$ cat src/rtl/div_unit_pkg.sv
// Shared definitions for the iterative EX-stage divider: state encodings,
// ready/start/stall level names and the operand width used by default.
package div_unit_pkg;

   localparam int DIV_WIDTH = 32;

   // Divider control states
   typedef enum logic [1:0] {
      DivFree   = 2'b00,
      DivByZero = 2'b01,
      DivOn     = 2'b10,
      DivEnd    = 2'b11
   } div_state_e;

   // Result-valid levels
   localparam logic DivResultReady    = 1'b1;
   localparam logic DivResultNotReady = 1'b0;

   // Start-request levels driven by the EX stage
   localparam logic DivStart = 1'b1;
   localparam logic DivStop  = 1'b0;

   // Stall-request levels shared with the stall controller
   localparam logic Stop   = 1'b1;
   localparam logic NoStop = 1'b0;

   // Stall vector the controller applies while EX requests a stall (IF..EX frozen)
   localparam logic [5:0] StallBusEx = 6'b001111;

endpackage : div_unit_pkg

$ cat src/rtl/div_unit.sv
// Iterative restoring divider for DIV/DIVU. Holds the pipeline through
// stallreq_for_ex while a division is outstanding and returns
// {remainder, quotient} for the HI/LO write path.
module div_unit
   import div_unit_pkg::*;
#(
   parameter int WIDTH = DIV_WIDTH
) (
   input  logic                 clk,
   input  logic                 rst_n,
   input  logic                 div_start,
   input  logic                 div_signed,
   input  logic [WIDTH-1:0]     dividend,
   input  logic [WIDTH-1:0]     divisor,
   input  logic                 annul,
   output logic                 stallreq_for_ex,
   output logic                 div_ready,
   output logic [2*WIDTH-1:0]   div_result
);

   localparam int CW = $clog2(WIDTH);
   localparam logic [CW-1:0] LAST_CNT = CW'(WIDTH - 1);

   div_state_e           state_q, state_d;
   logic [CW-1:0]        cnt_q, cnt_d;
   logic [2*WIDTH-1:0]   w_q, w_d;
   logic [WIDTH-1:0]     dvsr_q, dvsr_d;
   logic                 q_neg_q, q_neg_d;
   logic                 r_neg_q, r_neg_d;
   logic [2*WIDTH-1:0]   result_q, result_d;

   logic                 dividend_neg_s;
   logic                 divisor_neg_s;
   logic [WIDTH-1:0]     dividend_abs_s;
   logic [WIDTH-1:0]     divisor_abs_s;
   logic [2*WIDTH-1:0]   w_shift_s;
   logic                 w_carry_s;
   logic                 fits_s;
   logic [WIDTH-1:0]     w_diff_s;
   logic [2*WIDTH-1:0]   w_iter_s;
   logic [WIDTH-1:0]     quot_fix_s;
   logic [WIDTH-1:0]     rem_fix_s;

   // Operand magnitudes and signs for the start cycle; 0x80000000 stays
   // 0x80000000 and is then treated as an unsigned magnitude.
   always_comb begin
      dividend_neg_s = div_signed & dividend[WIDTH-1];
      divisor_neg_s  = div_signed & divisor[WIDTH-1];
      if (dividend_neg_s) begin
         dividend_abs_s = ~dividend + WIDTH'(1);
      end else begin
         dividend_abs_s = dividend;
      end
      if (divisor_neg_s) begin
         divisor_abs_s = ~divisor + WIDTH'(1);
      end else begin
         divisor_abs_s = divisor;
      end
   end

   // One restoring step: shift, trial-compare, subtract and set the quotient bit.
   // The bit shifted out of the top is kept as a carry so divisors above
   // 2^(WIDTH-1) still compare correctly.
   always_comb begin
      w_shift_s = {w_q[2*WIDTH-2:0], 1'b0};
      w_carry_s = w_q[2*WIDTH-1];
      fits_s    = w_carry_s | (w_shift_s[2*WIDTH-1:WIDTH] >= dvsr_q);
      w_diff_s  = w_shift_s[2*WIDTH-1:WIDTH] - dvsr_q;
      if (fits_s) begin
         w_iter_s = {w_diff_s, w_shift_s[WIDTH-1:1], 1'b1};
      end else begin
         w_iter_s = w_shift_s;
      end
   end

   // Sign correction applied to the final iteration's quotient and remainder.
   always_comb begin
      if (q_neg_q) begin
         quot_fix_s = ~w_iter_s[WIDTH-1:0] + WIDTH'(1);
      end else begin
         quot_fix_s = w_iter_s[WIDTH-1:0];
      end
      if (r_neg_q) begin
         rem_fix_s = ~w_iter_s[2*WIDTH-1:WIDTH] + WIDTH'(1);
      end else begin
         rem_fix_s = w_iter_s[2*WIDTH-1:WIDTH];
      end
   end

   // Next-state and datapath update for the divider FSM.
   always_comb begin
      state_d  = state_q;
      cnt_d    = cnt_q;
      w_d      = w_q;
      dvsr_d   = dvsr_q;
      q_neg_d  = q_neg_q;
      r_neg_d  = r_neg_q;
      result_d = result_q;
      case (state_q)
         DivFree: begin
            if ((div_start == DivStart) && !annul) begin
               dvsr_d  = divisor_abs_s;
               q_neg_d = dividend_neg_s ^ divisor_neg_s;
               r_neg_d = dividend_neg_s;
               w_d     = {{WIDTH{1'b0}}, dividend_abs_s};
               cnt_d   = {CW{1'b0}};
               if (divisor == {WIDTH{1'b0}}) begin
                  state_d = DivByZero;
               end else begin
                  state_d = DivOn;
               end
            end else begin
               state_d = DivFree;
            end
         end
         DivByZero: begin
            state_d  = DivEnd;
            result_d = {2*WIDTH{1'b0}};
         end
         DivOn: begin
            if (annul) begin
               state_d  = DivFree;
               result_d = {2*WIDTH{1'b0}};
               cnt_d    = {CW{1'b0}};
            end else begin
               w_d   = w_iter_s;
               cnt_d = cnt_q + CW'(1);
               if (cnt_q == LAST_CNT) begin
                  state_d  = DivEnd;
                  result_d = {rem_fix_s, quot_fix_s};
               end else begin
                  state_d = DivOn;
               end
            end
         end
         DivEnd: begin
            state_d = DivFree;
         end
         default: begin
            state_d = DivFree;
         end
      endcase
   end

   // State and datapath registers; an asynchronous reset discards any partial result.
   always_ff @(posedge clk or negedge rst_n) begin
      if (!rst_n) begin
         state_q  <= DivFree;
         cnt_q    <= {CW{1'b0}};
         w_q      <= {2*WIDTH{1'b0}};
         dvsr_q   <= {WIDTH{1'b0}};
         q_neg_q  <= 1'b0;
         r_neg_q  <= 1'b0;
         result_q <= {2*WIDTH{1'b0}};
      end else begin
         state_q  <= state_d;
         cnt_q    <= cnt_d;
         w_q      <= w_d;
         dvsr_q   <= dvsr_d;
         q_neg_q  <= q_neg_d;
         r_neg_q  <= r_neg_d;
         result_q <= result_d;
      end
   end

   // Stall request and ready flag decoded from the registered state.
   always_comb begin
      if ((div_start == DivStart) && (state_q != DivEnd)) begin
         stallreq_for_ex = Stop;
      end else begin
         stallreq_for_ex = NoStop;
      end
      if (state_q == DivEnd) begin
         div_ready = DivResultReady;
      end else begin
         div_ready = DivResultNotReady;
      end
   end

   assign div_result = result_q;

endmodule : div_unit

$ cat config.mk
export PLATFORM = sky130hd
export DESIGN_NAME = div_unit
export DESIGN_NICKNAME = d
export VERILOG_FILES = /design/src/rtl/div_unit_pkg.sv /design/src/rtl/div_unit.sv
export SDC_FILE = /design/constraint.sdc
export NUM_CORES = 1
export LEC_CHECK = 0
export ABC_CLOCK_PERIOD_IN_PS = 5500
export BUFFER_PORTS_ARGS = -buffer_cell sky130_fd_sc_hd__buf_4
export CAP_MARGIN = 20
export CELL_PAD_IN_SITES_DETAIL_PLACEMENT = 1
export CELL_PAD_IN_SITES_GLOBAL_PLACEMENT = 2
export CORE_MARGIN = 2
export CORE_UTILIZATION = 32
export CTS_CLUSTER_DIAMETER = 60
export CTS_CLUSTER_SIZE = 25
export DETAILED_ROUTE_END_ITERATION = 16
export GPL_TIMING_DRIVEN = 0
export PLACE_DENSITY = 0.89
export SLEW_MARGIN = 20
export SYNTH_ARGS = -nofsm -noshare
export SYNTH_HDL_FRONTEND = slang
export SYNTH_SLANG_ARGS = --single-unit
$ cat constraint.sdc
create_clock -name clk -period 5.5 [get_ports clk]
set_clock_uncertainty 0.05 [all_clocks]
set_input_delay 0.55 -clock clk [delete_from_list [all_inputs] [get_ports clk]]
set_output_delay 0.55 -clock clk [all_outputs]
set_load 0.005 [all_outputs]
==> results.md, run 1 <==
* Status: complete, no violations
* Sequential share of power at 22.8%
* Final worst slack at about 0.14 ns
* CTS Sinks at between 150 and 200
* TritonCTS clock tree: built
* Initial antenna violation count at 0
* Final Instance Area at roughly 0.015 mm²
* Ports at around 140
* Post-layout minimum cycle time at 5.36 ns
* Slew HR at ~33%
* Number of DRC markers in iteration 0 at slightly below 800
* GRT overflow at 0
* Setup WS pre-CTS at -2.18 ns
* Post-synthesis sequential area ratio at 35.0%
* Antenna cells at 0
* Sw power at about 0.0038 W
* Clock Tree Root: clkbuf_16
* Final period util at between 90% and 100%
* Fin. Hold Viols at 0
* Busiest grt layer: met2
* Crit path max fanout at 19
* Gate Count Post-Synth at 1,508
* Die Span Y at a little under 200 µm
* Multi-input gate area at about 0.0075 mm²
* Die area at 0.0394 mm²
* Worst setup EP type: flip-flop
* Fillers at 4,608
* Vias in the first global route at around 12,000
* RePlAce Congestion at slightly below 0.9
* Initial Util at 32.3%
* Max incr delay on CP at between 0.4 and 0.5 ns
* First-pass GRT wire length at slightly below 70,000 µm
* Pin count of the biggest net entering global routing at 97
* Core Region at 0.0375 mm²
* Final setup vio count at 0
* Met1 usage at 31.5%
* Crit-path cells: ha_1 > buf_4 > a21oi_4 > o21ai_4 > a2111o_1 > a2111oi_4 > buf_4 > o21ai_4 > buf_12 > buf_6 > o21ai_2 > ha_4 > or4b_4 > nand2b_4 > nor2_1 > o211ai_1 > o31ai_2 > nand3_1 > or4_4 > or3_1 > nand3_1
* P_leak at between 6 and 7 nW
* Met2 usage in global routing at approximately 37%
* Post-synth top flop: dfrtp_1
* Max-cap violation count at 0
* Synthesis-to-finish area growth at 21.1%
* Row cnt at ~70
* Die Wd at 198 µm
* Nets@finish at 1,778
* Clock transition at path regs at approximately 0.080 ns
* Worst EP arrival at ~5.7 ns
* Synth area leader: dfrtp_1
* Post-synthesis net count at 1,616
* Yosys warnings at 0
* Net Sw Frac at 50.8%
* Syn avg cell area at between 8 and 9 µm²
* Combinational power share at around three fifths
* IO Port Bufs at 134
* Post-synth EDFFs at 0
* Data required, critical path at roughly 6 ns
* CTS max path bufs at 2
* Post-synth top area share at 35.0%
* Largest cells by area after synthesis: dfrtp_1, o21ai_0, nand2_1
* Async SR Flop Fraction at between 90% and 100%
* Layout cell share with drive strength beyond 1 at 14.9%
* Crit-path slowest cell: or4b_4
* Post-synth cell types at between 80 and 90
* Vias per inst at around 5.5
* DR pass1 iterations at 8
* FF+latch area at 0.00423 mm²
* Power per Cell Area at 509 mW/mm²
* Setup crit start kind: flip-flop
* Detailed-route wire length at approximately 45,000 µm
* Slew Limit Fails at 0
* Pint at ~0.0037 W
* Post-DRT Antenna Nets at 0
* Synth cell count leaders: nand2_1, o21ai_0, dfrtp_1, a21oi_1, nor2_1
* Critical path start-end classification: reg -> reg
* Insertion delay to the later sink of the worst-skew pair at 0.46 ns
* Synth Cell Area at approximately 0.012 mm²
* Count leader, synth: nand2_1
* Placed inst area at ~0.014 mm²
* Worst vdd ir at 0.225 mV
* H-tree levels at 4
* Power share of the clock group at 17.2%
* GRT Total Usage at between 20 and 25%
* Clock buffer count from CTS at 17
* Worst-Margin Slew at around 1.0 ns
* Post-DP HPWL at 35,100 µm
* DR vias at 12,000
* Number of synthesized register bits at approximately 170
* Hold Crit Class: in -> async
* Max Fclk at 186 MHz
* Drt drc at 0
* Met3 Usage GRT at 2.73%
* Routed len/inst at 20.3 µm
## placed cells by master, fill, tap and decap left out, types with 5 or more instances in the layout
cell / netlist / routed
nand2_1: 238 / 237
o21ai_0: 198 / 197
dfrtp_1: 169 / 165
buf_4: 1 / 144
nor2_1: 109 / 109
a21oi_1: 109 / 107
xor2_1: 71 / 71
xnor2_1: 64 / 64
clkbuf_1: 65 / 62
inv_1: 50 / 50
ha_1: 38 / 34
nor3_1: 32 / 32
or3_1: 26 / 26
o31ai_1: 29 / 26
nand3_1: 21 / 21
mux2i_1: 17 / 17
clkbuf_16: 0 / 17
a22o_1: 15 / 15
nor4_1: 14 / 14
nand2b_1: 15 / 14
o211ai_1: 14 / 14
nand4_1: 14 / 14
o41ai_1: 15 / 12
and3_1: 11 / 11
and2_1: 11 / 11
a31oi_1: 11 / 11
nor2b_1: 9 / 9
a211oi_1: 9 / 9
buf_2: 8 / 8
o21ai_1: 9 / 8
o21a_1: 8 / 8
a21o_1: 7 / 7
or4_1: 8 / 7
o31ai_2: 3 / 6
o41ai_2: 2 / 5
## area by class of cell
cell class	instances	share of cell area (%)
plain buffers	78	2.39
clock buffers	17	2.90
clock inverters	15	1.32
inverters	52	1.33
multi-input cells	1207	51.1
flip-flops and latches	169	28.9
well taps	511	4.36
repair buffers	145	7.64
## worst paths after layout
path                            slack, ns  depth (start not counted)             startpoint                          to
worst max-delay path                 0.14                         21    w_q[50]$_DFFE_PN0P_  div_result[62]$_DFFE_PN0P_
worst min-delay path                 0.03                          1                  rst_n      dvsr_q[22]$_DFFE_PN0P_
worst max register to register       0.14                         21    w_q[50]$_DFFE_PN0P_  div_result[62]$_DFFE_PN0P_
worst min register to register       0.44                          2  dvsr_q[4]$_DFFE_PN0P_       dvsr_q[4]$_DFFE_PN0P_
max in group asynchronous            4.47                          2                  rst_n          w_q[7]$_DFFE_PN0P_
min in group clk                     0.35                          3             divisor[1]       dvsr_q[1]$_DFFE_PN0P_
## routing by layer
metal,part of all wire (%),vias to the layer above
met1,48,5995
met3,3.5,52
met4,2.2,0
met2,47,227
li1,-,5697
met5,0,-
## registers in the layout, indices dropped and copies added (netlist names)
signal	count
dvsr_q	32
div_result	64
w_q	64
r_neg_q	1
cnt_q	5
q_neg_q	1
state_q	2
## cell families after synthesis
kind of cell / after synthesis / share of synthesized area [%]
simple gates: 536 / 20.5
flops: 169 / 35.0
mux: 22 / 1.89
xor+xnor: 135 / 9.77
buf+inv: 132 / 4.33
compound gates: 475 / 24.5
fa+ha+maj: 39 / 4.10
## what timing repair did
action                                  4_1_cts  5_1_grt
endpoints found under the setup margin       26       12
endpoints found under the hold margin         0        0
hold buffers                                  0        0
gates cloned                                  0        0
pin swaps                                     4        3
gates resized for setup                      23       23
buffers inserted                              6        3
## stage by stage
| step | TNS (ns) | total power (W) | hold slack, ns | util (%) | instances |
|---|---|---|---|---|---|
| after floorplan | 0 | 0.00455 | 0.204 | - | 1508 |
| after global placement | -24.91 | 0.00575 | 0.416 | 36.7 | 2153 |
| after detailed placement | -26.87 | 0.00586 | 0.425 | 36.8 | 2155 |
| after CTS | 0 | 0.00726 | 0.0361 | 38.7 | 2191 |
| after global routing | -0.0481 | 0.00796 | 0.0684 | 39.1 | 2194 |
| final | 0 | 0.00746 | 0.0280 | 39.1 | 2194 |
## power groups by stage
stage          registers (W)  logic, W  clock network, W
4_1_cts              0.00170   0.00427           0.00130
3_5_place_dp         0.00172   0.00414                 0
2_1_floorplan        0.00160   0.00295                 0
6_report             0.00170   0.00447           0.00128
3_3_place_gp         0.00170   0.00405                 0
5_1_grt              0.00173   0.00489           0.00134
## critical path: cells and delay by family (launching register included)
| kind | cells | cell delay (ns) |
|---|---|---|
| AND/OR/NAND/NOR | 7 | 1.81 |
| adder cells (fa/ha/maj) | 2 | 0.50 |
| AO/OA/AOI/OAI | 8 | 1.72 |
| buffers and inverters | 4 | 0.74 |
| flip-flops | 1 | 0.46 |
(Power assumes the default switching activity.)
==> run 2: changes to the inputs <==
- RECOVER_POWER: default -> 100
==> results.md, run 2 (synthesis gave the netlist of run 1 again) <==
* Status: complete, but fails checks
* Failing checks: capacitance limit, slew limit
* Row cnt at 71 (unchanged)
* RePlAce Congestion at 0.895 (unchanged)
* Met1 wire length at 21,400 µm (+0.81%)
* Worst EP arrival at 5.72 ns (about the same)
* Sequential share of power at 22.9% (about the same)
* Final setup vio count at 0 (unchanged)
* Max-cap violation count at 1 (+1)
* Power per Cell Area at 513 mW/mm² (+0.68%)
* CTS max path bufs at 2 (unchanged)
* First-pass GRT wire length at 69,100 µm (unchanged)
* Power share of the clock group at 17.2% (about the same)
* Crit path max fanout at 19 (unchanged)
* Clock transition at path regs at 0.08 ns (about the same)
* Clock Tree Root: clkbuf_16
* GRT overflow at 0 (unchanged)
* Max layer used: met4
* Hold Buf Count CTS at 0 (unchanged)
* Pint at 0.00366 W (-0.32%)
* TritonCTS clock tree: built
* IO Port Bufs at 134 (unchanged)
* Pin count of the biggest net entering global routing at 97 (unchanged)
* Most common cell after layout, fill and taps aside: nand2_1
* Die Wd at 198 µm (unchanged)
* DR pass1 iterations at 5 (-3)
* Max incr delay on CP at 0.50 ns (about the same)
* Drt drc at 0 (unchanged)
* Worst-Margin Slew at 4.38 ns (+3.38 ns)
* Vias in the first global route at 12,200 (unchanged)
* Hold Crit Class: in -> reg
* Fin. Hold Viols at 0 (unchanged)
* Worst vdd ir at 0.225 mV (-0.12%)
* Final worst slack at 0.123 ns (-0.0148 ns)
* Buf/Inv on CP at 4 (unchanged)
* Stages on the worst setup path at 21 (unchanged)
* Initial Util at 32.3% (unchanged)
* Clock buffer count from CTS at 17 (unchanged)
* Crit-path slowest cell: or4b_4
* Met3 WL at 1350 µm (-14%)
* Dpl cells at 2,155 (unchanged)
* Critical Path Start: w_q[50]$_DFFE_PN0P_
* Placed inst area at 0.0138 mm² (unchanged)
* H-tree levels at 4 (unchanged)
* Post-layout minimum cycle time at 5.38 ns (+0.0148 ns)
* Combinational power share at 59.9% (about the same)
* Ports at 135 (unchanged)
* GRT Total Usage at 22.6% (unchanged)
* Hold Startpoint: divisor[1]
* FF-to-FF path depth at 21 (unchanged)
* Setup WS pre-CTS at -2.18 ns (unchanged)
* Die area at 0.0394 mm² (unchanged)
* Final period util at 97.8% (+0.27 points)
* Initial antenna violation count at 0 (unchanged)
* Crit-path cells: ha_1 > buf_4 > a21oi_4 > o21ai_4 > a2111o_1 > a2111oi_4 > buf_4 > o21ai_4 > buf_12 > buf_6 > o21ai_2 > ha_4 > or4b_4 > nand2b_4 > nor2_1 > o211ai_1 > o31ai_2 > nand3_1 > or4_4 > or3_1 > nand3_1
* Fillers at 4,632 (+0.52%)
* Setup crit start kind: flip-flop
* CTS Sinks at 169 (unchanged)
* Worst hold path depth at 3
* Routed len/inst at 20.3 µm (-0.12%)
* FF-to-FF Start: w_q[50]$_DFFE_PN0P_
* Post-DRT Antenna Nets at 0 (unchanged)
* Overall power consumption at 0.00743 W (-0.39%)
* Post-DP HPWL at 35,100 µm (unchanged)
* Worst setup EP type: flip-flop
* Layout cell share with drive strength beyond 1 at 12.7% (-2.2 points)
* P_leak at 6.10 nW (-2.5%)
* CP delay by family, top: simple AND/OR/NAND/NOR gates
* Vias per inst at 5.47 (+0.20%)
* Die Span Y at 198 µm (unchanged)
* DR vias at 12,000 (+0.25%)
* Final Instance Count excl. Fillers at 2,195 (+0.046%)
* Slew HR at -192% (-220 points)
* Insertion delay to the later sink of the worst-skew pair at 0.46 ns (about the same)
* Commonest non-fill, non-tap cells in the layout: nand2_1, o21ai_0, dfrtp_1, nor2_1, a21oi_1
* Number of DRC markers in iteration 0 at 779 (-1.8%)
* Max Fclk at 186 MHz (-0.28%)
* Final Core Density at 38.7% (-0.41 points)
* Sw power at 0.00378 W (-0.46%)
* Synthesis-to-finish area growth at 19.8%
* Net Sw Frac at 50.8% (about the same)
* Core Region at 0.0375 mm² (unchanged)
* Nets@finish at 1,778 (unchanged)
* Critical path start-end classification: reg -> reg
* Slew Limit Fails at 74 (+74)
* Routed length on met2 at 20,800 µm (about the same)
* Final Instance Area at 0.0145 mm² (-1.1%)
* Data required, critical path at 5.84 ns (about the same)
* Detailed-route wire length at 44,600 µm (about the same)
## run 2: cell count changes in the layout (fill, tap and decap cells not counted), sizes merged
cell / previous run / this run
diode: 0 / 1
buf: 160 / 90
clkbuf: 80 / 150
## run 2: power by group through the flow
| stage | clock network, W | logic, W | registers [W] |
|---|---|---|---|
| 6_report | 0.00128 | 0.00445 | 0.00170 |
| 2_1_floorplan | 0 | 0.00295 | 0.00160 |
| 3_3_place_gp | 0 | 0.00405 | 0.00170 |
| 3_5_place_dp | 0 | 0.00414 | 0.00172 |
| 4_1_cts | 0.00130 | 0.00427 | 0.00170 |
| 5_1_grt | 0.00134 | 0.00487 | 0.00173 |
## run 2: layer usage
layer  vias up  global-route usage [%]
li1       5708                       -
met3        50                    2.73
met1      6016                    31.5
met2       227                    36.6
met4         0                    7.16
met5         -                       0
## run 2: path summary, 6_finish.rpt
kind | endpoint | slack [ns]
max in group asynchronous | w_q[56]$_DFFE_PN0P_ | 1.07
min in group asynchronous | w_q[56]$_DFFE_PN0P_ | 1.59
setup / recovery | div_result[62]$_DFFE_PN0P_ | 0.12
hold / removal | dvsr_q[1]$_DFFE_PN0P_ | 0.35
hold reg to reg | div_result[5]$_DFFE_PN0P_ | 0.43
setup reg to reg | div_result[62]$_DFFE_PN0P_ | 0.12
## run 2: per-stage QoR
step,setup TNS (ns),hold slack [ns]
after CTS,0,0.0361
after global placement,-24.91,0.416
after floorplan,0,0.204
after detailed placement,-26.87,0.425
after global routing,-0.0472,0.365
final,0,0.346
## run 2: worst reg2reg max path, cell delays in order (launching register included)
cell       delay [ns]
dfrtp_2          0.46
ha_1             0.31
buf_4            0.18
a21oi_4          0.21
o21ai_4          0.10
a2111o_1         0.44
a2111oi_4        0.35
buf_4            0.19
o21ai_4          0.10
buf_12           0.18
buf_6            0.19
o21ai_2          0.23
ha_4             0.19
or4b_4           0.50
nand2b_4         0.17
nor2_1           0.11
o211ai_1         0.17
o31ai_2          0.13
nand3_1          0.14
or4_4            0.46
or3_1            0.35
nand3_1          0.09
## run 2: cell type report
cell class                 count  area, µm²  share of cell area [%]
tap                          511        639                    4.41
multi-input combinational   1207       7450                    51.4
sequential                   169       4230                    29.2
antenna                        1       2.50                  0.0173
inverter                      52        195                    1.35
clock inverter                15        194                    1.34
timing repair buffer         145       1010                    6.95
buffer                        78        349                    2.41
clock buffer                  17        425                    2.93
## run 2: timing repair
item | 4_1_cts | 5_1_grt
pin swaps | 4 | 3
setup endpoints to repair | 26 | 12
endpoints found under the hold margin | 0 | 0
buffers inserted | 6 | 3
gates resized for setup | 23 | 23
